--- src/rtl/multicycle_ctrl.sv ---
// Multicycle MIPS-subset control FSM (Moore, synchronous reset).
// Optional macro MULTICYCLE_CTRL_BNE_EN adds bne (op 5) via BRANCH.
module multicycle_ctrl (
  input  logic       clk_i,
  input  logic       rst_i,
  input  logic [5:0] instr_op_i,
  input  logic [5:0] funct_i,
  input  logic       zero_i,
  input  logic       mem_ready_i,
  output logic [3:0] alu_ctrl_o,
  output logic       alu_src_a_o,
  output logic [1:0] alu_src_b_o,
  output logic       pc_write_o,
  output logic [1:0] pc_src_o,
  output logic       ir_write_o,
  output logic       mem_read_o,
  output logic       mem_write_o,
  output logic       iord_o,
  output logic       reg_write_o,
  output logic       reg_dst_o,
  output logic       mem_to_reg_o,
  output logic       illegal_o,
  output logic [3:0] state_o
);

  typedef enum logic [3:0] {
    S_FETCH    = 4'd0,
    S_DECODE   = 4'd1,
    S_MEM_ADDR = 4'd2,
    S_MEM_RD   = 4'd3,
    S_MEM_WB   = 4'd4,
    S_MEM_WR   = 4'd5,
    S_EXEC_R   = 4'd6,
    S_R_WB     = 4'd7,
    S_BRANCH   = 4'd8,
    S_EXEC_I   = 4'd9,
    S_I_WB     = 4'd10,
    S_JUMP     = 4'd11
  } state_t;

  localparam logic [3:0] ALU_AND = 4'd0;
  localparam logic [3:0] ALU_OR  = 4'd1;
  localparam logic [3:0] ALU_ADD = 4'd2;
  localparam logic [3:0] ALU_SUB = 4'd6;
  localparam logic [3:0] ALU_SLT = 4'd7;
  localparam logic [3:0] ALU_NOR = 4'd12;

  state_t state_q;
  state_t state_d;

  logic       is_r;
  logic       is_mem;
  logic       is_beq;
  logic       is_bne;
  logic       is_imm;
  logic       is_j;
  logic [3:0] r_ctrl;

  assign is_mem = (instr_op_i == 6'd35) ||
                  (instr_op_i == 6'd43);
  assign is_beq = (instr_op_i == 6'd4);
  assign is_imm = (instr_op_i == 6'd8) ||
                  (instr_op_i == 6'd10);
  assign is_j   = (instr_op_i == 6'd2);

`ifdef MULTICYCLE_CTRL_BNE_EN
  assign is_bne = (instr_op_i == 6'd5);
`else
  assign is_bne = 1'b0;
`endif

  // Map R-type funct to ALU op; unknown funct marks the instr illegal.
  always_comb begin
    r_ctrl = ALU_AND;
    is_r   = 1'b0;
    if (instr_op_i == 6'd0) begin
      is_r = 1'b1;
      case (funct_i)
        6'd32:   r_ctrl = ALU_ADD;
        6'd34:   r_ctrl = ALU_SUB;
        6'd36:   r_ctrl = ALU_AND;
        6'd37:   r_ctrl = ALU_OR;
        6'd39:   r_ctrl = ALU_NOR;
        6'd42:   r_ctrl = ALU_SLT;
        default: is_r   = 1'b0;
      endcase
    end
  end

  // State register; reset wins from any state.
  always_ff @(posedge clk_i) begin
    if (rst_i) state_q <= S_FETCH;
    else       state_q <= state_d;
  end

  // Next-state logic.
  always_comb begin
    state_d = S_FETCH;
    case (state_q)
      S_FETCH:
        state_d = mem_ready_i ? S_DECODE : S_FETCH;
      S_DECODE: begin
        unique case (1'b1)
          is_r:            state_d = S_EXEC_R;
          is_mem:          state_d = S_MEM_ADDR;
          is_beq, is_bne:  state_d = S_BRANCH;
          is_imm:          state_d = S_EXEC_I;
          is_j:            state_d = S_JUMP;
          default:         state_d = S_FETCH;
        endcase
      end
      S_MEM_ADDR:
        state_d = (instr_op_i == 6'd35) ? S_MEM_RD
                                        : S_MEM_WR;
      S_MEM_RD:
        state_d = mem_ready_i ? S_MEM_WB : S_MEM_RD;
      S_MEM_WB: state_d = S_FETCH;
      S_MEM_WR:
        state_d = mem_ready_i ? S_FETCH : S_MEM_WR;
      S_EXEC_R: state_d = S_R_WB;
      S_R_WB:   state_d = S_FETCH;
      S_BRANCH: state_d = S_FETCH;
      S_EXEC_I: state_d = S_I_WB;
      S_I_WB:   state_d = S_FETCH;
      S_JUMP:   state_d = S_FETCH;
      default:  state_d = S_FETCH;
    endcase
  end

  // Output decode; everything held at zero while reset is high.
  always_comb begin
    alu_ctrl_o   = ALU_AND;
    alu_src_a_o  = 1'b0;
    alu_src_b_o  = 2'd0;
    pc_write_o   = 1'b0;
    pc_src_o     = 2'd0;
    ir_write_o   = 1'b0;
    mem_read_o   = 1'b0;
    mem_write_o  = 1'b0;
    iord_o       = 1'b0;
    reg_write_o  = 1'b0;
    reg_dst_o    = 1'b0;
    mem_to_reg_o = 1'b0;
    illegal_o    = 1'b0;
    if (!rst_i) begin
      case (state_q)
        S_FETCH: begin
          mem_read_o  = 1'b1;
          alu_src_b_o = 2'd1;
          alu_ctrl_o  = ALU_ADD;
          ir_write_o  = mem_ready_i;
          pc_write_o  = mem_ready_i;
        end
        S_DECODE: begin
          alu_src_b_o = 2'd3;
          alu_ctrl_o  = ALU_ADD;
          illegal_o   = ~(is_r | is_mem | is_beq |
                          is_bne | is_imm | is_j);
        end
        S_MEM_ADDR: begin
          alu_src_a_o = 1'b1;
          alu_src_b_o = 2'd2;
          alu_ctrl_o  = ALU_ADD;
        end
        S_MEM_RD: begin
          mem_read_o = 1'b1;
          iord_o     = 1'b1;
        end
        S_MEM_WB: begin
          reg_write_o  = 1'b1;
          mem_to_reg_o = 1'b1;
        end
        S_MEM_WR: begin
          mem_write_o = 1'b1;
          iord_o      = 1'b1;
        end
        S_EXEC_R: begin
          alu_src_a_o = 1'b1;
          alu_ctrl_o  = r_ctrl;
        end
        S_R_WB: begin
          reg_write_o = 1'b1;
          reg_dst_o   = 1'b1;
        end
        S_BRANCH: begin
          alu_src_a_o = 1'b1;
          alu_ctrl_o  = ALU_SUB;
          pc_src_o    = 2'd1;
          pc_write_o  = is_bne ? ~zero_i : zero_i;
        end
        S_EXEC_I: begin
          alu_src_a_o = 1'b1;
          alu_src_b_o = 2'd2;
          alu_ctrl_o  = (instr_op_i == 6'd10) ? ALU_SLT
                                              : ALU_ADD;
        end
        S_I_WB:
          reg_write_o = 1'b1;
        S_JUMP: begin
          pc_src_o   = 2'd2;
          pc_write_o = 1'b1;
        end
        default:
          illegal_o = 1'b1;
      endcase
    end
  end

  assign state_o = rst_i ? 4'd0 : state_q;

endmodule

--- config.mk ---
export PLATFORM = sky130hd
export DESIGN_NAME = multicycle_ctrl
export DESIGN_NICKNAME = d
export VERILOG_FILES = /design/src/rtl/multicycle_ctrl.sv
export SDC_FILE = /design/constraint.sdc
export NUM_CORES = 1
export LEC_CHECK = 0
export ABC_AREA = 1
export CAP_MARGIN = 5
export CORE_MARGIN = 2
export CORE_UTILIZATION = 44
export DETAILED_ROUTE_END_ITERATION = 10
export GPL_ROUTABILITY_DRIVEN = 0
export PLACE_DENSITY_LB_ADDON = 0.05
export REMOVE_ABC_BUFFERS = 1
export SETUP_SLACK_MARGIN = 0.15
export SLEW_MARGIN = 25
export SYNTH_ARGS = -nofsm -noshare
export SYNTH_HDL_FRONTEND = slang
export SYNTH_SLANG_ARGS = --single-unit
--- constraint.sdc ---
create_clock -name clk_i -period 2.8 [get_ports clk_i]
set_input_delay 0.84 -clock clk_i [delete_from_list [all_inputs] [get_ports clk_i]]
set_output_delay 0.84 -clock clk_i [all_outputs]
set_load 0.02 [all_outputs]
Word level (Yosys, flattened, before mapping)
Index checks and enable logic that the tools add are counted.
- reduce and logical (&&, ||, !) cells: 12
- bitwise logic cells: 5
- equal/unequal tests: 23
- muxes and demuxes: 38
- operators by type and width (operator ; count):
    == test 6 bit, second input constant ; 8
    case mux 4 bit (5 select lines) ; 2
    case mux 4 bit (7 select lines) ; 1
    2-to-1 mux 1 bit ; 21
    == test 4 x 3 -> 1 bit, second input constant ; 4
    == test 4 bit, second input constant ; 4
    case mux 4 bit (4 select lines) ; 1
    == test 6 x 4 -> 1 bit, second input constant ; 2
    2-to-1 mux 3 bit ; 4
    2-to-1 mux 4 bit ; 3
    OR reduction 11 bit ; 1
    == test 4 x 2 -> 1 bit, second input constant ; 2
    == test 6 x 2 -> 1 bit, second input constant ; 1
    == test 6 x 3 -> 1 bit, second input constant ; 1
    zero test 6 bit ; 1
    case mux 2 bit (3 select lines) ; 1
    OR reduction 2 bit ; 3
    OR reduction 3 bit ; 2
    OR reduction 6 bit ; 1
    == test 4 x 1 -> 1 bit, second input constant ; 1
    zero test 4 bit ; 1
    2-to-1 mux 2 bit ; 2
    OR 1 bit ; 4
    case mux 2 bit (2 select lines) ; 1
    other kinds (5) ; 6
- logic and storage cells: 79
- flip-flop bits (word level): 4
- bits of input ports: 16
- output and inout bits: 22

Depth between registers and ports, before layout
- depth after elaboration: 11
- depth in mapped cells: 10

Worst setup path before layout
OpenSTA, ideal clock, no wires.
- kind: input-to-output
- start point: input rst_i
- end point: output reg_write_o
- cell stages on the path: 4
- setup slack: 54 ps
- buffers on the path: 1
- data arrival time: 1906 ps
- required time: 1960 ps
- cell sequence: buf_2 > nor3_1 > nor2_1 > o21ai_0
- word-level cells in the longest chain between the ends: 1
- RTL lines (element ; line ; RTL):
    from (decl) ; 5 ; input logic rst_i,
    2-to-1 mux 1 bit ; 145 ; if (!rst_i) begin
    to (decl) ; 19 ; output logic reg_write_o,
No other way between the ends.

Final worst setup path
- start point: input instr_op_i[3]
- end point: output illegal_o
- word-level cells in the longest chain between the ends: 9
- elaborated cells between the ends (all ways): 17
- RTL lines (element ; line ; RTL):
    from (decl) ; 6 ; input logic [5:0] instr_op_i,
    zero test 6 bit, or another cell as far along ; 76 ; if (instr_op_i == 6'd0) begin
    2-to-1 mux 1 bit / logical OR 1 bit (equally long branches) ; 76, 59 ;
    OR 1 bit (2 in a row) ; 157 ; illegal_o = ~(is_r | is_mem | is_beq |
    OR 1 bit ; 158 ; is_bne | is_imm | is_j);
    OR 1 bit (*) ; 158 ;
    inverter 1 bit (*) ; 157 ;
    case mux 1 bit (2 select lines) (*) ; 146 ; case (state_q)
    2-to-1 mux 1 bit (*) ; 145 ;
    to (decl) ; 22 ; output logic illegal_o,
Mark *: on every way between the ends. The rest lies on a longest branch, timed or not.

==> metrics.cfg <==
[yosys]
synth.distinct_cells=25
ys.flop_type=dfxtp_1
ys_seq_area_share_pct=10.1
async_flop_share_pct=0
yosys_register_bits=4
syn-cell-area_sq_um=795
synth.avg_cell_area_sq_um=5.44
yosys_warnings=0
synth_edf_count=0
synth_cells=146

[timing]
holdWs_ns=0.657
totalNegativeSetupSlack_ns=0
skew_ns=0.00169
hold_viol_final=0
setup_viol=0
rsz0062_at_grt=yes
finalCritPeriodShare_pct=95.0
fin_crit_ns=2.66
tightest_slew_ns=0.254
slew_headroom_pct=83.0
final_max_slew_viol_count=0
fmax_ghz=0.376

[worst_setup_path]
start_kind=input port
crit_chain=buf_2 -> inv_1 -> nor2_1 -> nand3b_1 -> nand2_2 -> nor3b_2 -> nand2_1 -> a21oi_1 -> buf_4
cp_slowest_cell=nor3b_2
cp.arrival_ns=1.82
critPathLaunch=instr_op_i[3]
reg2reg_from=state_q[2]
crit_cells=9
crit_end=illegal_o
cp_num_buf_inv=3
rrSetupSlack_ns=1.33
cpPeakStageDelay_ns=0.17
cp-end-kind=output pin
r2r_end=state_q[0]
critical_path_class=in2out
reg2regPathDepth=9
path_max_fanout=3
crit_required_ns=1.96
critPathTopFamily=simple AND/OR/NAND/NOR gates

[placed_design]
port_buffers=37
place_hpwl_mm=2.04

[job]
cap_violations=0

[cells_and_area]
fillers=138
largest_reg_flops=4
synthToLayoutAreaGrowth_pct=70.9
final_cell_mix=25 x nand2_1, 23 x nor2_1, 23 x buf_4, 18 x inv_1, 15 x dlygate4sd2_1
final_common_cell=nand2_1
top_regs=state_q (4)
insertedDiodeCount=0
regMostFlops=state_q
fin_nets=225
drive_gt1_share_pct=40.7

[floorplan]
die_area_sq_mm=0.00216
die_w_microns=46.5
core_sq_mm=0.00171
die_h_microns=46.5
num_io_pins=38
initial_utilization_pct=46.5
num_rows=15

[drt]
drtAntennaViolNets=0
vias=1149
routed_via_density=5.02
firstDrtPassIters=4
wire_per_inst_microns=12.1
drc=0
drtIter0Drc=27
routed_wl_mm=2.78

[power_and_ir_drop]
combPwrFrac_pct=44.7
leakage_nw=0.755
ir_drop_mv=0.207
sw_frac_of_total_pct=37.2
seqPwrFrac_pct=24.3
p_int_w=0.000155
switchingPower_w=0.0000920
p_per_area_mw_per_mm2=182
clockPowerShare_pct=31.0

[global_routing]
grt_max_degree=10
grt_pass1_wl_mm=4.26
first_global_vias=1036
grt.total_usage_pct=26.9
grt-ovfl-total=0
antenna_found_initial=0

[cts]
clock-root-buffer=clkbuf_4
cts_made_buffers=3
clk_latency_ns=0.25
clock_path_buffers=2
htreeDepth=1
clock_sinks=4
cts.clk_slew.worst_paths_ns=0.04
cts_tree=done

[worst_hold_path]
holdCritPathClass=reg2reg

[outcome]
status=finished, final reports clean

[tightest hold or removal path, stage by stage (launching register included)]
cell and delay, ns:
dfxtp_1 0.35, nand3_2 0.13, nand2_1 0.06, nand2_1 0.05
inv_1 0.03
[metal layers]
metal | wire [microns] | global-route usage (%)
met5 | 0 | 0
met2 | 1420 | 49.7
met3 | 178 | 4.71
met1 | 1140 | 31.3
met4 | 39 | 6.86
[Yosys cell counts (2+ instances only)]
| cell | n | area [sq um] |
|---|---|---|
| nor3_1 | 6 | 30.0 |
| a31oi_1 | 3 | 18.8 |
| nand3b_1 | 3 | 22.5 |
| dfxtp_1 | 4 | 80.1 |
| a21oi_1 | 7 | 35.0 |
| nand3_2 | 3 | 30.0 |
| inv_1 | 24 | 90.1 |
| o21ai_1 | 2 | 10.0 |
| nor2_4 | 3 | 33.8 |
| nor2_2 | 7 | 43.8 |
| nand2_2 | 4 | 25.0 |
| ha_1 | 3 | 37.5 |
| nand3_1 | 11 | 55.1 |
| nand2_1 | 27 | 101 |
| inv_2 | 2 | 7.51 |
| nor2_1 | 26 | 97.6 |
| o21ai_0 | 3 | 15.0 |
[area by class of cell]
| cell class | instances | area [sq um] | area share, % |
|---|---|---|---|
| inverter | 26 | 97.6 | 7.19 |
| multi-input combinational | 114 | 698 | 51.4 |
| tap | 25 | 31.3 | 2.30 |
| timing repair buffer | 57 | 428 | 31.5 |
| sequential | 4 | 80.1 | 5.90 |
| clock buffer | 3 | 22.5 | 1.66 |
[how the worst min path moves through the flow]
| stage | endpoint | from | cells after the start |
|---|---|---|---|
| detailed placement | state_q[3] | state_q[0] | 4 |
| finish | state_q[3] | state_q[0] | 4 |
| CTS | state_q[3] | state_q[0] | 4 |
| global route | state_q[3] | state_q[0] | 4 |
| global placement | state_q[3] | state_q[0] | 4 |
| floorplan | state_q[3] | state_q[0] | 4 |
[cells by family (layout without fill, tap and decap cells)]
kind of cell,count (synthesis),count (layout),synth area share [%]
AND/OR/NAND/NOR,93,93,58.6
buffers and inverters,28,86,13.4
AO/OA/AOI/OAI,18,18,13.2
flip-flops,4,4,10.1
adder cells (fa/ha/maj),3,3,4.72
[power groups by stage]
stage               combinational, W  sequential, W  clock (W)
floorplan                  0.0000446      0.0000605          0
global placement            0.000104      0.0000606          0
detailed placement          0.000106      0.0000607          0
CTS                         0.000103      0.0000600  0.0000796
global route                0.000119      0.0000603  0.0000806
finish                      0.000110      0.0000601  0.0000766
[stage by stage]
step | cells | total power (W) | setup WS (ns) | area (sq um) | util, %
3_3_place_gp | 220 | 0.000164 | -0.657 | 1290 | 75.7
3_5_place_dp | 220 | 0.000167 | -0.707 | 1290 | 75.7
5_1_grt | 229 | 0.000260 | 0.0853 | 1360 | 79.5
2_1_floorplan | 144 | 0.000105 | 0.115 | 786 | -
6_report | 229 | 0.000247 | 0.139 | 1360 | 79.5
4_1_cts | 229 | 0.000243 | 0.103 | 1310 | 76.6
[what timing repair did]
| item | CTS | global route |
|---|---|---|
| setup endpoints to repair | 22 | 14 |
| pin swaps | 22 | 11 |
| setup buffers | 6 | 0 |
| resized for setup | 114 | 18 |
| hold buffers | 0 | 0 |
Note: power is estimated with default switching activity, not from simulation.
